==> src/rtl/l2_norm_sqrt.sv <==
// Iterative restoring integer square root: floor(sqrt(x_in)) and remainder,
// one result bit per clock, valid/ready handshakes on both sides.
module l2_norm_sqrt #(
  parameter int IN_W  = 20,
  parameter int OUT_W = IN_W / 2
) (
  input  logic             clk,
  input  logic             reset,
  input  logic [IN_W-1:0]  x_in,
  input  logic             valid_in,
  output logic             ready_in,
  output logic [OUT_W-1:0] root,
  output logic [OUT_W:0]   rem,
  output logic             valid_out,
  input  logic             ready_out
);

  localparam int ITER_W = (OUT_W > 1) ? $clog2(OUT_W) : 1;
  localparam int STEP_W = OUT_W + OUT_W + 1;

  typedef enum logic [1:0] {IDLE, CALC, DONE} state_t;

  state_t              state, state_nxt;
  logic [IN_W-1:0]     op;
  logic [OUT_W:0]      rem_acc, rem_nxt;
  logic [OUT_W-1:0]    root_acc, root_nxt;
  logic [ITER_W-1:0]   iter;
  logic                accept;
  logic [STEP_W-1:0]   step;

  // One restoring step: trial-subtract (4*root+1) from the remainder extended
  // by the next operand bit pair. Partial remainder never exceeds 2*root, so
  // OUT_W+3 bits hold the signed difference without wrap.
  function automatic logic [STEP_W-1:0] sqrt_step(
    input logic [OUT_W:0]   r_acc,
    input logic [OUT_W-1:0] q_acc,
    input logic [1:0]       pair
  );
    logic [OUT_W+2:0]        shifted;
    logic signed [OUT_W+2:0] t;
    logic [OUT_W:0]          q_ext;
    logic [OUT_W:0]          r_new;
    shifted = {r_acc, pair};
    t       = $signed(shifted - {1'b0, q_acc, 2'b01});
    if (t >= 0) begin
      q_ext = {q_acc, 1'b1};
      r_new = t[OUT_W:0];
    end else begin
      q_ext = {q_acc, 1'b0};
      r_new = shifted[OUT_W:0];
    end
    return {q_ext[OUT_W-1:0], r_new};
  endfunction

  assign step     = sqrt_step(rem_acc, root_acc, op[IN_W-1:IN_W-2]);
  assign root_nxt = step[STEP_W-1:OUT_W+1];
  assign rem_nxt  = step[OUT_W:0];

  assign ready_in  = (state == IDLE) | ((state == DONE) & ready_out);
  assign valid_out = (state == DONE);
  assign accept    = valid_in & ready_in;

  always_comb begin
    state_nxt = state;
    case (state)
      IDLE: if (accept) state_nxt = CALC;
      CALC: if (iter == '0) state_nxt = DONE;
      DONE: if (ready_out) state_nxt = accept ? CALC : IDLE;
      default: state_nxt = IDLE;
    endcase
  end

  always_ff @(posedge clk or negedge reset) begin
    if (!reset) begin
      state    <= IDLE;
      op       <= '0;
      rem_acc  <= '0;
      root_acc <= '0;
      iter     <= '0;
      root     <= '0;
      rem      <= '0;
    end else begin
      state <= state_nxt;
      if (accept) begin
        op       <= x_in;
        rem_acc  <= '0;
        root_acc <= '0;
        iter     <= ITER_W'(OUT_W - 1);
      end else if (state == CALC) begin
        op       <= op << 2;
        rem_acc  <= rem_nxt;
        root_acc <= root_nxt;
        iter     <= iter - 1'b1;
        if (iter == '0) begin
          root <= root_nxt;
          rem  <= rem_nxt;
        end
      end
    end
  end

endmodule

==> config.mk <==
export PLATFORM = sky130hd
export DESIGN_NAME = l2_norm_sqrt
export DESIGN_NICKNAME = d
export VERILOG_FILES = /design/src/rtl/l2_norm_sqrt.sv
export SDC_FILE = /design/constraint.sdc
export NUM_CORES = 1
export LEC_CHECK = 0
export BUFFER_PORTS_ARGS = -buffer_cell sky130_fd_sc_hd__clkbuf_2
export CORE_AREA = 3 3 83 105
export CTS_BUF_LIST = sky130_fd_sc_hd__clkbuf_4
export DETAILED_ROUTE_END_ITERATION = 16
export DIE_AREA = 0 0 86 108
export PLACE_DENSITY_LB_ADDON = 0.2
export SYNTH_ARGS = -nofsm -noshare
export SYNTH_HDL_FRONTEND = slang
export SYNTH_SLANG_ARGS = --single-unit
==> constraint.sdc <==
create_clock -name clk -period 4.4 [get_ports clk]
set_clock_uncertainty 0.2 [all_clocks]
set_input_delay 0.22 -clock clk [delete_from_list [all_inputs] [get_ports clk]]
set_output_delay 0.22 -clock clk [all_outputs]
set_load 0.05 [all_outputs]
# Word level (Yosys, flattened, before mapping)
# Index checks and enable logic that the tools add are counted.
# op_classes
mul	0
n_shift	0
n_reduce_logical	5
add_sub_neg	2
bitwise_logic	4
n_eq_ne	5
mux	15
div	0
magnitude_cmp	1
# ops
cell	count
20-bit two-way mux	2
11-bit two-way mux	3
10-bit two-way mux	2
13-bit by 1-bit greater-or-equal comparator with 1-bit output (second input constant)	1
13-bit by 12-bit subtractor with 13-bit output	1
4-bit two-way mux	2
2-bit two-way mux	3
2-bit case mux with 3 select lines	1
3-bit AND reduction	2
4-bit zero test	1
2-bit inequality test (second input constant)	2
4-bit by 1-bit subtractor with 4-bit output (second input constant)	1
1-bit bitwise AND	2
2-bit by 1-bit equality test with 1-bit output (second input constant)	1
2-bit equality test (second input constant)	1
2-bit zero test	1
1-bit two-way mux	2
2-bit by 1-bit inequality test with 1-bit output (second input constant)	1
2-bit nonzero test	1
1-bit NOT	1
1-bit OR	1
# word_totals
latch_bits	0
memories	0
romBits	0
register_bits	68
ram_bits	0
input_bits	24

# Longest topological paths before layout
# Gate-level depths: netlist of run 1.
# logic_depth
ltp_word	7
mapped_depth	9
mapped_depth_nobuf	8

# Worst setup path before layout of run 1
# OpenSTA, ideal clock, no wires.
# synth_timing
path_kind	register to register
start	reg rem_acc[0]
end	reg rem[7]
required_time_ps	4069
setup_time_ps	131
arrival_time_ps	2303
period_less_slack_ps	2635
setup_slack_ps	1765
path_stages_with_launch	9
path_cell_list	dfrtp_1 -> ha_1 -> nor2b_4 -> o31a_1 -> o311a_1 -> a211oi_4 -> buf_6 -> mux2i_1 -> o21ai_1
# synth_between
elab_chain_cells	3
# synth_lines
element	line_no	text
from (decl)	25	logic [OUT_W:0] rem_acc, rem_nxt;
from (signal assigned)	91	rem_acc <= rem_nxt;
13-bit by 12-bit subtractor with 13-bit output *	44	t = $signed(shifted - {1'b0, q_acc, 2'b01});
13-bit by 1-bit greater-or-equal comparator with 1-bit output	45	if (t >= 0) begin
11-bit two-way mux *	45	
to (signal assigned)	96	rem <= rem_nxt;
to (decl)	13	output logic [OUT_W:0] rem,
# Every way passes the cells marked *; elsewhere a longest branch is shown, timed or not.
# A chain may end at the register's enable or synchronous reset.

# Worst setup path after layout of run 1
# layout_timing
start	reg rem_acc[0]
end	reg rem[1]
# layout_between
elab_chain_cells	3
# layout_lines
element	line_no
13-bit by 12-bit subtractor with 13-bit output	44
13-bit by 1-bit greater-or-equal comparator with 1-bit output	45
11-bit two-way mux	45
# No other way between the ends.

==> results.cfg, run 1 <==
[status]
status = complete, no violations

[place]
pre_cts_slack_ns = 1.27
io_buffer_count = 46
place_area_sq_um = 3690
gp_congestion = 0.845
hpwl_um = 5400

[timing]
fin_crit_sh = 0.707
rsz0062_at_grt = false
clock.fmax_mhz = 321
slew_violations = 0
min_period_ns = 3.11
finalSetupViolCount = 0
finalHoldViolations = 0
maxSlewHeadroom = 0.264
tns_ns = 0
finalWorstSetupSlack_ns = 1.29
tightest_slew_ns = 1.10

[floorplan]
coreArea_sq_um = 7790
num_rows = 36
die-area_sq_um = 9290
start_util = 0.439
die_w_um = 86
io_pins = 47
die_h_um = 108

[synth]
synth_edf_count = 0
yosys.area.top_type = dfrtp_1
synth_seq_cells = 68
syn_avg_cell_area_sq_um = 9.16
ys_warn_count = 0
yosysSeqAreaShare = 0.498
syn_nets = 409
synth_area_leaders = dfrtp_1, nand2_1, o21ai_0
syn_area_sq_um = 3420
synth_cell_types = 48
synth.most_common_cell = nand2_1
synth_ff_type = dfrtp_1
ys_top_cells_by_count = nand2_1, dfrtp_1, o21ai_0
synthArstFlopShare = 1.00
synth_cells = 373
yosysTopAreaCellShare = 0.498

[route]
wl_per_cell_um = 14.7
postRouteAntennaNets = 0
vias = 2823
via_per_inst = 5.32
first_pass_iters = 4
dr.first_iter.drc_count = 111
wl_um = 7780
drc_errors = 0

[flow_run]
drv_cap = 0

[clock_tree]
clkTransAtPathRegs_ns = 0.12
clockBufferDepth = 2
cts_tree = done
cts_max_level = 3
cts_made_buffers = 9
cts-root-buf = clkbuf_4
postCtsResizedCells = 0
cts_sinks = 68
insertion_delay_ns = 0.43

[final_layout]
layout-drive-gt1-share = 0.154
utilization = 0.526
num_antenna_cells = 0
layout.nets = 467
regArea_sq_um = 1700
multi_input_area_sq_um = 1560
area_growth_pct = 19.8
num-fill-cells = 758
design_area_sq_um = 4100

[grt]
grt_first_pass_wirelength_um = 13300
track_usage = 0.184
grt-ovfl-total = 0
antenna_found_initial = 0
grt_pass1_vias = 2829
grt_max_degree = 42

[setup_path]
startpoint = rem_acc[0]$_DFFE_PN0P_
critPathLaunchType = flip-flop
worstPathRequired_ns = 4.53
setup.worst_path.end_class = flip-flop
critical_path_class = reg -> reg
r2r_slack_ns = 1.29
crit_fanout = 17
rr_startpoint = rem_acc[0]$_DFFE_PN0P_
cp.arrival_ns = 3.24

[min_path]
hold_class = in -> async
## worst max-delay path: stages, from the launching register on
cell	delay, ns
dfrtp_1	0.41
ha_1	0.34
nor2b_4	0.15
o31a_1	0.27
o311a_1	0.33
a211oi_4	0.74
mux2_2	0.42
o21ai_0	0.16
## metal layers
metal  up-vias  track usage  share of wire
met2        55        0.310           0.50
met1      1333        0.226           0.43
met3        14       0.0313          0.039
met4         0       0.0905          0.023
li1       1421            -              -
met5         -            0              0
## stage by stage
| step | hold WS (ns) | std cells |
|---|---|---|
| 6_report | 0.136 | 531 |
| 5_1_grt | 0.178 | 531 |
| 4_1_cts | 0.142 | 531 |
| 3_5_place_dp | 0.0862 | 493 |
| 3_3_place_gp | 0.0793 | 493 |
| 2_1_floorplan | -0.276 | 373 |
## cell families (layout without fill, tap and decap cells)
kind of cell | count (synthesis) | after routing | synth area share
AND/OR/NAND/NOR | 139 | 139 | 0.184
AO/OA/AOI/OAI | 98 | 98 | 0.186
flip-flops | 68 | 68 | 0.498
buffers and inverters | 41 | 104 | 0.0472
adder cells (fa/ha/maj) | 12 | 12 | 0.0439
XOR/XNOR | 8 | 8 | 0.0205
multiplexers | 7 | 7 | 0.0209
## worst paths after layout
| path | cells past startpoint | endpoint |
|---|---|---|
| worst min register to register | 2 | rem[3]$_DFFE_PN0P_ |
| max in group asynchronous | 3 | op[11]$_DFFE_PN0P_ |
| worst min-delay path | 2 | root_acc[7]$_DFFE_PN0P_ |
| worst max-delay path | 7 | rem[1]$_DFFE_PN0P_ |
| min in group clk | 2 | rem[3]$_DFFE_PN0P_ |
| worst max register to register | 7 | rem[1]$_DFFE_PN0P_ |
## sequential cells by signal, indices dropped and copies added, names as in the netlist
register / cells
op: 20
state: 2
root: 10
rem_acc: 11
rem: 11
root_acc: 10
iter: 4
## final cells by class
type | count | share of cell area
inverters | 17 | 0.0156
repair buffers | 71 | 0.115
flip-flops and latches | 68 | 0.415
clock inverters | 7 | 0.0278
well taps | 95 | 0.0290
multi-input cells | 264 | 0.380
clock buffers | 9 | 0.0165
## layout by cell type (no fill, tap or decap), types with 4 or more instances in the layout
master and n:
a21o_1 4, a21oi_1 9, a22oi_1 16, a31oi_1 4, clkbuf_2 45, clkbuf_4 9, dfrtp_1 68, dlygate4sd3_1 22
ha_1 12, inv_1 17, mux2i_1 6, nand2_1 75, nand2b_1 5, nand3_1 20, nor2_1 10, nor3_1 11
o21ai_0 37, o21ai_1 5, xnor2_1 4, xor2_1 4
## repair_timing
action                    in CTS  in global routing
hold endpoints to repair      48                  0
buffers inserted               0                  0
hold buffers                  22                  0
Power of run 1 is not shown: default switching activity piles up to over one toggle a cycle in this logic, so the estimate is an artifact.
==> run 2: changes to the inputs <==
==> constraint.sdc (replaced) <==
create_clock -name clk -period 3.1 [get_ports clk]
set_clock_uncertainty 0.2 [all_clocks]
set_input_delay 0.155 -clock clk [delete_from_list [all_inputs] [get_ports clk]]
set_output_delay 0.155 -clock clk [all_outputs]
set_load 0.05 [all_outputs]
==> run 2 against run 1 <==
  * Final cell count rose by 1.9%
  * First-iteration DRC count rose by 7.2%
  * Via count rose by 1.6%
  * Die area did not move
  * Cell area rose by 1.3%
  * Highest routed layer unchanged
  * Critical endpoint is now rem_acc[0]$_DFFE_PN0P_
  * Utilization rose by 0.71 points
  * Register-to-register slack got worse by 0.97 ns
==> results.cfg, run 2 (synthesis results as in run 1) <==
[setup_path]
cpMostUsedCell = buf_4
r2r_cells = 10
slowest_stage = dfrtp_1
worstPathRequired_ns = 3.17
path_depth = 10
path_cells = ha_1, nor2b_4, o31a_1, o31ai_1, buf_4, a211oi_4, buf_4, buf_4, xnor2_1, o21ai_1
cp.arrival_ns = 2.85
path_delay_family = compound AO/OA/AOI/OAI gates
rr_startpoint = rem_acc[0]$_DFFE_PN0P_
critical_path_class = reg -> reg
path_buf_inv = 3
critPathLaunchType = flip-flop
r2r_slack_ns = 0.32
endpoint = rem_acc[0]$_DFFE_PN0P_
r2r-end = rem_acc[0]$_DFFE_PN0P_
crit_fanout = 10
startpoint = rem_acc[0]$_DFFE_PN0P_
setup.worst_path.end_class = flip-flop
max_stage_delay_ns = 0.42

[floorplan]
die-area_sq_um = 9290
die_h_um = 108
start_util = 0.439
die_w_um = 86
num_rows = 36
coreArea_sq_um = 7790
io_pins = 47

[final_layout]
reg.largest.list = op: 20 flops, rem: 11 flops, rem_acc: 11 flops
design_area_sq_um = 4150
largest_reg_flops = 20
layout-drive-gt1-share = 0.175
multi_input_area_sq_um = 1560
final_cell_mix = nand2_1, dfrtp_1, clkbuf_2
layout_commonest_cell = nand2_1
num_antenna_cells = 0
layout.nets = 477
regArea_sq_um = 1700
num-fill-cells = 738
top_register = op
area_growth_pct = 21.4

[flow_run]
drv_cap = 0

[timing]
finalHoldViolations = 0
tightest_slew_ns = 1.10
finalSetupViolCount = 0
maxSlewHeadroom = 0.269
clock.fmax_mhz = 360
fin_crit_sh = 0.897
min_period_ns = 2.78
rsz0062_at_grt = false
slew_violations = 0
tns_ns = 0

[min_path]
whs_path_depth = 5
hold_class = in -> reg

[grt]
track_usage = 0.187
grt_first_pass_wirelength_um = 13600
grt_max_degree = 50
grt_pass1_vias = 2838
grt-ovfl-total = 0
antenna_found_initial = 0

[route]
vias = 2867
drc_errors = 0
wl_um = 7950
first_pass_iters = 4
wl_per_cell_um = 14.7
via_per_inst = 5.30
dr.first_iter.drc_count = 119
postRouteAntennaNets = 0

[place]
io_buffer_count = 46
hpwl_um = 5640
place_area_sq_um = 3740
gp_congestion = 0.922

[clock_tree]
cts_tree = done
insertion_delay_ns = 0.41
clockBufferDepth = 2
cts_max_level = 3
cts_sinks = 68
cts_made_buffers = 9
cts-root-buf = clkbuf_4
clkTransAtPathRegs_ns = 0.12

[status]
status = complete, no violations
run 2: final cells by class:
type,count,share of cell area
inverters,17,0.0154
flip-flops and latches,68,0.410
clock buffers,10,0.0181
clock inverters,6,0.0214
well taps,95,0.0286
multi-input cells,264,0.375
repair buffers,81,0.132
run 2: how the worst min path moves through the flow:
stage	from	to	slack (ns)
6_report	valid_in	rem_acc[7]$_DFFE_PN0P_	0.08
2_1_floorplan	reset	iter[0]$_DFFE_PN0P_	-0.34
4_1_cts	valid_in	rem_acc[7]$_DFFE_PN0P_	0.06
5_1_grt	valid_in	rem_acc[7]$_DFFE_PN0P_	0.09
3_3_place_gp	x_in[1]	op[1]$_DFFE_PN0P_	0.16
3_5_place_dp	x_in[1]	op[1]$_DFFE_PN0P_	0.15
run 2: repair_timing:
item	4_1_cts	5_1_grt
setup buffers	0	3
endpoints found under the hold margin	68	0
resized for setup	0	0
hold buffers	22	0
endpoints found under the setup margin	0	9
run 2: worst register-to-register path, stage by stage, from the launching register on:
cell and delay [ns]:
dfrtp_1 0.42, ha_1 0.34, nor2b_4 0.15, o31a_1 0.27, o31ai_1 0.39, buf_4 0.20, a211oi_4 0.06, buf_4 0.18
buf_4 0.17, xnor2_1 0.18, o21ai_1 0.08
run 2: per-stage QoR:
stage | worst slack [ns] | util | hold slack, ns | cells
6_report | 0.320 | 0.533 | 0.0767 | 541
5_1_grt | 0.119 | 0.533 | 0.0923 | 541
4_1_cts | 0.135 | 0.530 | 0.0625 | 538
3_5_place_dp | 0.163 | 0.481 | 0.154 | 500
3_3_place_gp | 0.232 | 0.481 | 0.158 | 500
2_1_floorplan | 0.465 | - | -0.341 | 373
run 2: per-layer routing:
layer / track usage / wire [um]
met4: 0.0758 / 158
met5: 0 / 0
met1: 0.230 / 3490
met3: 0.0335 / 185
met2: 0.321 / 4110
Power of run 2 is left out for the same reason.
